--- src/rtl/mipi_sensor_cfg_seq.sv ---
// ---------------------------------------------------------------------------
// mipi_sensor_cfg_seq
//
// Power-up and register-configuration sequencer for a MIPI camera sensor.
// After reset it holds the sensor in reset and waits for power-up. It then
// walks a synchronous configuration table and writes each entry to the
// sensor through an external I2C master.
//
// Table entry format: {reg[15:0], val[7:0]}
//   reg = 16'hFFFF : end of table
//   reg = 16'hFFFE : wait val milliseconds (val = 0 -> no wait)
//   otherwise      : write val to sensor register reg
//
// Optional feature (compile-time macro CFG_NACK_RETRY_EN):
//   defined   - a NACKed write is re-issued up to MAX_RETRY times before the
//               sequence stops in ERROR
//   undefined - the first NACK stops the sequence in ERROR
//
// Ports:
//   clk_50m      in   single clock
//   rst_n        in   asynchronous active-low reset
//   start        in   one-cycle pulse, re-runs the sequence from DONE/ERROR
//   sensor_rst_n out  active-low sensor reset
//   tbl_addr     out  config table read address
//   tbl_data     in   table entry, valid one cycle after tbl_addr
//   i2c_req      out  write request to the I2C master
//   i2c_addr     out  sensor register address
//   i2c_wdata    out  sensor register write data
//   i2c_ack      in   one-cycle pulse, write completed with ACK
//   i2c_nack     in   one-cycle pulse, write completed with NACK
//   busy         out  sequence running (every state except DONE and ERROR)
//   done         out  sequence completed
//   err          out  sequence aborted on a NACK
//   err_index    out  table index of the failing entry
// ---------------------------------------------------------------------------
module mipi_sensor_cfg_seq #(
  parameter int CLK_PER_MS  = 50000,
  parameter int RST_HOLD_MS = 1,
  parameter int PWRUP_MS    = 20,
  parameter int TBL_AW      = 8,
  parameter int MAX_RETRY   = 3
) (
  input  logic              clk_50m,
  input  logic              rst_n,
  input  logic              start,
  output logic              sensor_rst_n,
  output logic [TBL_AW-1:0] tbl_addr,
  input  logic [23:0]       tbl_data,
  output logic              i2c_req,
  output logic [15:0]       i2c_addr,
  output logic [7:0]        i2c_wdata,
  input  logic              i2c_ack,
  input  logic              i2c_nack,
  output logic              busy,
  output logic              done,
  output logic              err,
  output logic [TBL_AW-1:0] err_index
);

  // Prescaler counts clk_50m cycles within one millisecond.
  localparam int PRE_W = (CLK_PER_MS > 1) ? $clog2(CLK_PER_MS) : 1;
  localparam logic [PRE_W-1:0] PRE_LAST = PRE_W'(CLK_PER_MS - 1);
  localparam logic [PRE_W-1:0] PRE_ONE  = PRE_W'(1);

  // Millisecond targets are stored as "last count" values (n-1).
  localparam logic [7:0] HOLD_MS_LAST = 8'(RST_HOLD_MS - 1);
  localparam logic [7:0] PWR_MS_LAST  = 8'(PWRUP_MS - 1);

  localparam logic [TBL_AW-1:0] ADDR_LAST = {TBL_AW{1'b1}};
  localparam logic [TBL_AW-1:0] ADDR_ONE  = TBL_AW'(1);

  localparam logic [15:0] REG_END   = 16'hFFFF;
  localparam logic [15:0] REG_DELAY = 16'hFFFE;

`ifdef CFG_NACK_RETRY_EN
  localparam int RETRY_W = (MAX_RETRY > 0) ? $clog2(MAX_RETRY + 1) : 1;
  localparam logic [RETRY_W-1:0] RETRY_LIMIT = RETRY_W'(MAX_RETRY);
  localparam logic [RETRY_W-1:0] RETRY_ONE   = RETRY_W'(1);
`endif

  typedef enum logic [3:0] {
    IDLE      = 4'd0,
    RST_HOLD  = 4'd1,
    PWR_WAIT  = 4'd2,
    FETCH     = 4'd3,
    DECODE    = 4'd4,
    WRITE     = 4'd5,
    WAIT_RESP = 4'd6,
    DELAY     = 4'd7,
    DONE      = 4'd8,
    ERROR     = 4'd9
  } state_t;

  state_t              state_r;
  logic                sensor_rst_n_r;
  logic [TBL_AW-1:0]   tbl_addr_r;
  logic                i2c_req_r;
  logic [15:0]         i2c_addr_r;
  logic [7:0]          i2c_wdata_r;
  logic                busy_r;
  logic                done_r;
  logic                err_r;
  logic [TBL_AW-1:0]   err_index_r;
  logic [PRE_W-1:0]    pre_cnt_r;
  logic [7:0]          ms_cnt_r;
  logic [7:0]          delay_ms_r;
`ifdef CFG_NACK_RETRY_EN
  logic [RETRY_W-1:0]  retry_cnt_r;
`endif

  logic [15:0] ent_reg_s;
  logic [7:0]  ent_val_s;
  logic        pre_wrap_s;
  logic [7:0]  ms_last_s;
  logic        tmr_done_s;
  logic        addr_last_s;

  assign ent_reg_s   = tbl_data[23:8];
  assign ent_val_s   = tbl_data[7:0];
  assign pre_wrap_s  = (pre_cnt_r == PRE_LAST);
  assign tmr_done_s  = pre_wrap_s && (ms_cnt_r == ms_last_s);
  assign addr_last_s = (tbl_addr_r == ADDR_LAST);

  // Select the millisecond target of whichever timed state is active.
  always_comb begin
    ms_last_s = 8'd0;
    case (state_r)
      RST_HOLD: ms_last_s = HOLD_MS_LAST;
      PWR_WAIT: ms_last_s = PWR_MS_LAST;
      DELAY:    ms_last_s = delay_ms_r - 8'd1;
      default:  ms_last_s = 8'd0;
    endcase
  end

  // Sequencer FSM with all outputs registered.
  always_ff @(posedge clk_50m or negedge rst_n) begin
    if (!rst_n) begin
      state_r        <= IDLE;
      sensor_rst_n_r <= 1'b0;
      tbl_addr_r     <= '0;
      i2c_req_r      <= 1'b0;
      i2c_addr_r     <= 16'd0;
      i2c_wdata_r    <= 8'd0;
      busy_r         <= 1'b1;
      done_r         <= 1'b0;
      err_r          <= 1'b0;
      err_index_r    <= '0;
      pre_cnt_r      <= '0;
      ms_cnt_r       <= 8'd0;
      delay_ms_r     <= 8'd0;
`ifdef CFG_NACK_RETRY_EN
      retry_cnt_r    <= '0;
`endif
    end else begin
      case (state_r)
        IDLE: begin
          state_r        <= RST_HOLD;
          sensor_rst_n_r <= 1'b0;
          tbl_addr_r     <= '0;
          pre_cnt_r      <= '0;
          ms_cnt_r       <= 8'd0;
        end

        RST_HOLD: begin
          tbl_addr_r <= '0;
          if (tmr_done_s) begin
            state_r        <= PWR_WAIT;
            sensor_rst_n_r <= 1'b1;
            pre_cnt_r      <= '0;
            ms_cnt_r       <= 8'd0;
          end else if (pre_wrap_s) begin
            sensor_rst_n_r <= 1'b0;
            pre_cnt_r      <= '0;
            ms_cnt_r       <= ms_cnt_r + 8'd1;
          end else begin
            sensor_rst_n_r <= 1'b0;
            pre_cnt_r      <= pre_cnt_r + PRE_ONE;
          end
        end

        PWR_WAIT: begin
          if (tmr_done_s) begin
            state_r   <= FETCH;
            pre_cnt_r <= '0;
            ms_cnt_r  <= 8'd0;
          end else if (pre_wrap_s) begin
            pre_cnt_r <= '0;
            ms_cnt_r  <= ms_cnt_r + 8'd1;
          end else begin
            pre_cnt_r <= pre_cnt_r + PRE_ONE;
          end
        end

        // tbl_addr is already stable; the table registers it at this edge.
        FETCH: begin
          state_r <= DECODE;
        end

        DECODE: begin
`ifdef CFG_NACK_RETRY_EN
          retry_cnt_r <= '0;
`endif
          if (ent_reg_s == REG_END) begin
            state_r <= DONE;
            done_r  <= 1'b1;
            busy_r  <= 1'b0;
          end else if (ent_reg_s == REG_DELAY) begin
            if (ent_val_s == 8'd0) begin
              // Zero-length delay completes the entry immediately.
              if (addr_last_s) begin
                state_r <= DONE;
                done_r  <= 1'b1;
                busy_r  <= 1'b0;
              end else begin
                state_r    <= FETCH;
                tbl_addr_r <= tbl_addr_r + ADDR_ONE;
              end
            end else begin
              state_r    <= DELAY;
              delay_ms_r <= ent_val_s;
              pre_cnt_r  <= '0;
              ms_cnt_r   <= 8'd0;
            end
          end else begin
            // Address/data only change here, while i2c_req is low.
            state_r     <= WRITE;
            i2c_addr_r  <= ent_reg_s;
            i2c_wdata_r <= ent_val_s;
            i2c_req_r   <= 1'b1;
          end
        end

        // WRITE is the first request cycle; after a retried NACK it is the
        // single low cycle before the request is raised again. Responses
        // only count while the request is actually up.
        WRITE, WAIT_RESP: begin
          if (i2c_req_r && i2c_nack) begin
            i2c_req_r <= 1'b0;
`ifdef CFG_NACK_RETRY_EN
            if (retry_cnt_r < RETRY_LIMIT) begin
              state_r     <= WRITE;
              retry_cnt_r <= retry_cnt_r + RETRY_ONE;
            end else
`endif
            begin
              state_r     <= ERROR;
              err_r       <= 1'b1;
              busy_r      <= 1'b0;
              err_index_r <= tbl_addr_r;
            end
          end else if (i2c_req_r && i2c_ack) begin
            i2c_req_r <= 1'b0;
            if (addr_last_s) begin
              state_r <= DONE;
              done_r  <= 1'b1;
              busy_r  <= 1'b0;
            end else begin
              state_r    <= FETCH;
              tbl_addr_r <= tbl_addr_r + ADDR_ONE;
            end
          end else begin
            state_r   <= WAIT_RESP;
            i2c_req_r <= 1'b1;
          end
        end

        DELAY: begin
          if (tmr_done_s) begin
            pre_cnt_r <= '0;
            ms_cnt_r  <= 8'd0;
            if (addr_last_s) begin
              state_r <= DONE;
              done_r  <= 1'b1;
              busy_r  <= 1'b0;
            end else begin
              state_r    <= FETCH;
              tbl_addr_r <= tbl_addr_r + ADDR_ONE;
            end
          end else if (pre_wrap_s) begin
            pre_cnt_r <= '0;
            ms_cnt_r  <= ms_cnt_r + 8'd1;
          end else begin
            pre_cnt_r <= pre_cnt_r + PRE_ONE;
          end
        end

        // Terminal states: only start leaves them, replaying from reset hold.
        DONE, ERROR: begin
          if (start) begin
            state_r        <= RST_HOLD;
            sensor_rst_n_r <= 1'b0;
            tbl_addr_r     <= '0;
            busy_r         <= 1'b1;
            done_r         <= 1'b0;
            err_r          <= 1'b0;
            err_index_r    <= '0;
            pre_cnt_r      <= '0;
            ms_cnt_r       <= 8'd0;
          end else begin
            state_r <= state_r;
          end
        end

        default: begin
          state_r        <= IDLE;
          sensor_rst_n_r <= 1'b0;
          i2c_req_r      <= 1'b0;
          busy_r         <= 1'b1;
          done_r         <= 1'b0;
          err_r          <= 1'b0;
        end
      endcase
    end
  end

  assign sensor_rst_n = sensor_rst_n_r;
  assign tbl_addr     = tbl_addr_r;
  assign i2c_req      = i2c_req_r;
  assign i2c_addr     = i2c_addr_r;
  assign i2c_wdata    = i2c_wdata_r;
  assign busy         = busy_r;
  assign done         = done_r;
  assign err          = err_r;
  assign err_index    = err_index_r;

endmodule

--- config.mk ---
export PLATFORM = sky130hd
export DESIGN_NAME = mipi_sensor_cfg_seq
export DESIGN_NICKNAME = d
export VERILOG_FILES = /design/src/rtl/mipi_sensor_cfg_seq.sv
export SDC_FILE = /design/constraint.sdc
export NUM_CORES = 1
export LEC_CHECK = 0
export CAP_MARGIN = 20
export CORE_MARGIN = 4
export CORE_UTILIZATION = 45
export CTS_BUF_LIST = sky130_fd_sc_hd__clkbuf_4
export DETAILED_ROUTE_END_ITERATION = 6
export HOLD_SLACK_MARGIN = 0.15
export PLACE_DENSITY = 0.66
export SYNTH_ARGS = -nofsm -noshare
export SYNTH_HDL_FRONTEND = slang
export SYNTH_SLANG_ARGS = --single-unit
--- constraint.sdc ---
create_clock -name clk_50m -period 5 [get_ports clk_50m]
set_input_delay 0.75 -clock clk_50m [delete_from_list [all_inputs] [get_ports clk_50m]]
set_output_delay 0.75 -clock clk_50m [all_outputs]
set_load 0.01 [all_outputs]
==> results.yml <==
critical_path:
  r2r_end: "tbl_addr[0]"
  critPathRequiredTime_ps: 5330
  setup.reg_to_reg.worst_slack_ps: 1810
  reg2reg_from: "state_r[3]"
  r2r.worst_path.cells: 7
  cp-end-kind: "flop"
  start_kind: "flop"
  timing.critical_path.cells: "and4b_1, a211oi_1, nor2_1, nor4_4, o2111ai_2, a21oi_1, mux2_2"
  type_of_the_worst_setup_path: "flop to flop"
  critical_path.endpoint: "tbl_addr[0]"
  critical_path_peak_fanout: 23
  timing.critical_path.from: "state_r[3]"
  critical_path_arrival_ps: 3520
  slowest_delay_ps: 810
  cpMaxStageDelayCell: "sky130_fd_sc_hd__dfrtp_1"
clock_network:
  cts_tree: "yes"
  clk_transition_reported_paths_ps: 130
  cts_hold_buf: 0
  clk-insertion-delay-late_ps: 430
  clock_sink_count: 81
  postCtsResizedCells: 0
  cts_buf_count: 9
  setup_buffers_after_cts: 0
  cts_htree_levels: 3
  cts_root_buffer: "sky130_fd_sc_hd__clkbuf_4"
  cts_max_path_buffers: 2
floorplanning:
  vertical_die_dimension_um: 108
  fp.dieArea_mm2: 0.0116
  floorplan.initialDensity_pct: 45.8
  die_w_um: 108
  fp-row-count: 36
  design.portCount: 74
  core_region_area_mm2: 0.00973
power_and_ir_drop:
  pwr_density_cell_mw_per_mm2: 491
  peakVddDrop_mv: 0.291
  p_leak_nw: 2.21
  power.total_mw: 2.69
placement:
  cell_count_after_placement: 646
  detailed_place.area_mm2: 0.00533
  place.gp.congestion: 0.908
  port_buffers: 73
  place_hpwl_um: 7970
grt:
  pin_count_of_the_biggest_net_entering_global_routing: 50
  antenna_found_initial: 0
  via_count_of_the_first_global_routing_pass: 3806
  grt_use_total_pct: 19.8
  grt.overflow.total: 0
  grt_pass1_wl_um: 18400
finish:
  layout.cell_area.non_filler_mm2: 0.00548
  multi_input_area_mm2: 0.00231
  final_cell_count_no_fill: 662
  synthToLayoutAreaGrowth_pct: 23.0
  antenna_cells_inserted: 0
  final_layout_size_suffix_gt1_share_pct: 13.0
  nNetsFinal: 557
  nFillCells: 877
  final-seq-area_mm2: 0.00203
drt:
  drtIter0Drc: 262
  route.detailed.wl_per_inst_um: 16.6
  antenna_viol_nets_final: 0
  route.detailed.vias_per_inst: 5.93
  route.vias.total: 3925
  drt_drc_violations_left: 0
  first_drt_pass_iteration_count: 6
  drt_wl_total_um: 11000
job:
  max_cap_viol_count: 0
logic_synthesis:
  post_synth_inst_count: 452
  net_count_after_synthesis: 485
  synth_flop_cell: "sky130_fd_sc_hd__dfrtp_1"
  synthesis.area_per_instance_um2: 9.86
  seq_area_frac_synth_pct: 45.5
  synth-edff-count: 0
  ys_warn_count: 0
  synth.ff_latch_count: 81
  synth-async-reset-ratio_pct: 100
  synth_unique_cells: 65
  synth.cell_area_mm2: 0.00446
sta:
  finalWorstPathRequiredPeriod_ps: 3190
  setup_viol: 0
  setup_repair_after_global_routing_missed_its_margin: "false"
  timing_worst_slew_pin_value_ps: 673
  relative_slew_margins_pct: 54.5
  final.setup_skew_ps: 12.4
  setup-tns-final_ps: 0
  final_max_slew_viol_count: 0
  final_min_period_over_clock_period_pct: 63.8
  fin_hold_viols: 0
  fmax_mhz: 313
outcome:
  run_status: "finished, final reports clean"
worst_hold_path:
  min-delay-path-class: "primary input to async pin"
## Yosys cell counts, types with 5 or more instances
cell type,instances,area share (%)
sky130_fd_sc_hd__xnor2_1,5,0.98
sky130_fd_sc_hd__and3_1,6,0.84
sky130_fd_sc_hd__o21a_1,6,1.0
sky130_fd_sc_hd__nand2b_1,10,1.4
sky130_fd_sc_hd__nand3_1,17,1.9
sky130_fd_sc_hd__a21o_1,6,1.0
sky130_fd_sc_hd__nor2_1,35,2.9
sky130_fd_sc_hd__nor4_1,5,0.70
sky130_fd_sc_hd__a21oi_1,19,2.1
sky130_fd_sc_hd__dfrtp_1,80,45
sky130_fd_sc_hd__a31oi_1,8,1.1
sky130_fd_sc_hd__clkbuf_1,12,1.0
sky130_fd_sc_hd__nand4_1,7,0.98
sky130_fd_sc_hd__nor3_1,11,1.2
sky130_fd_sc_hd__o31ai_1,6,1.0
sky130_fd_sc_hd__mux2_2,33,8.3
sky130_fd_sc_hd__inv_1,13,1.1
sky130_fd_sc_hd__nand2_1,48,4.0
sky130_fd_sc_hd__a22o_1,16,3.1
sky130_fd_sc_hd__nor2b_1,5,0.70
sky130_fd_sc_hd__o21ai_0,25,2.8
## state kept, by name, indices dropped and copies added, names as in the netlist, 4 cells and up
signal and cells:
pre_cnt_r 16, ms_cnt_r 8, i2c_wdata 8, state_r 4, err_index 8, i2c_addr 16, tbl_addr 8, delay_ms_r 8
## worst min-delay path by stage
stage,slack [ps],depth (start not counted),from,endpoint
final,240,1,rst_n,pre_cnt_r[2]
after global routing,250,1,rst_n,delay_ms_r[1]
after CTS,240,1,rst_n,i2c_wdata[3]
after detailed placement,470,1,err,err
after global placement,460,1,err,err
after floorplan,450,0,rst_n,delay_ms_r[0]
## worst max-delay path, delay by kind of cell (launching register included)
family / cells / cell delay (ps)
DFF: 1 / 810
and+or+nand+nor: 3 / 900
AOI/OAI and AO/OA: 3 / 1020
muxes: 1 / 360
## layout make-up
class,count,share of cell area [%]
Tap cell,133,3.03
Sequential cell,81,37.0
Multi-Input combinational cell,341,42.1
Clock inverter,6,1.51
Clock buffer,10,1.37
Timing Repair Buffer,78,14.1
Inverter,13,0.890
## cell families after synthesis
kind of cell             share of synthesized area, %
AND/OR/NAND/NOR                                  20.2
multiplexers                                     9.23
XOR/XNOR                                         1.54
buffers and inverters                            2.75
adder cells (fa/ha/maj)                          1.12
AO/OA/AOI/OAI                                    19.6
flip-flops                                       45.5
## power by group
group | total [mW] | internal [mW] | switching, mW
clock | 0.432 | 0.205 | 0.227
sequential | 0.981 | 0.817 | 0.164
combinational | 1.28 | 0.623 | 0.659
total | 2.69 | 1.65 | 1.05
## per-layer routing
layer	global-route usage [%]	part of all wire (%)	wire [um]	vias to the layer above
li1	-	-	-	1841
met1	26.2	43	4770	1917
met2	31.4	48	5240	140
met3	4.08	6.4	707	27
met4	8.57	2.7	301	0
met5	0	0	0	-
## metrics by stage
stage          hold slack, ps  util [%]  worst slack [ps]
6_report                  242      56.4              1810
5_1_grt                   248      56.4              1540
4_1_cts                   239      56.4              1850
3_5_place_dp              474      54.7              1680
3_3_place_gp              464      54.6              1720
2_1_floorplan             454         -              2360
## cells in the final DEF, fill, tap and decap left out, types with 3 or more instances in the layout
master / instances
sky130_fd_sc_hd__nor2b_1: 5
sky130_fd_sc_hd__xnor2_1: 5
sky130_fd_sc_hd__or3_1: 4
sky130_fd_sc_hd__nor2_1: 34
sky130_fd_sc_hd__o2111ai_2: 3
sky130_fd_sc_hd__nor3_1: 11
sky130_fd_sc_hd__o211ai_1: 3
sky130_fd_sc_hd__ha_1: 4
sky130_fd_sc_hd__nand2_1: 48
sky130_fd_sc_hd__inv_1: 13
sky130_fd_sc_hd__nand4_1: 7
sky130_fd_sc_hd__mux2i_1: 4
sky130_fd_sc_hd__a21oi_1: 19
sky130_fd_sc_hd__a211oi_1: 3
sky130_fd_sc_hd__nor4_1: 5
sky130_fd_sc_hd__nand2b_1: 10
sky130_fd_sc_hd__nand3b_1: 3
sky130_fd_sc_hd__clkbuf_4: 10
sky130_fd_sc_hd__buf_4: 5
sky130_fd_sc_hd__o22ai_1: 4
sky130_fd_sc_hd__o21a_1: 6
sky130_fd_sc_hd__o221ai_1: 3
sky130_fd_sc_hd__nand3_1: 17
sky130_fd_sc_hd__a31oi_1: 8
sky130_fd_sc_hd__clkdlybuf4s50_1: 72
sky130_fd_sc_hd__and3_1: 6
sky130_fd_sc_hd__mux2_2: 33
sky130_fd_sc_hd__a21o_1: 6
sky130_fd_sc_hd__dfrtp_1: 80
sky130_fd_sc_hd__or4_1: 4
sky130_fd_sc_hd__o31ai_1: 6
sky130_fd_sc_hd__a22o_1: 16
sky130_fd_sc_hd__o21ai_0: 25
No activity file was read; power rests on OpenSTA's default activity.
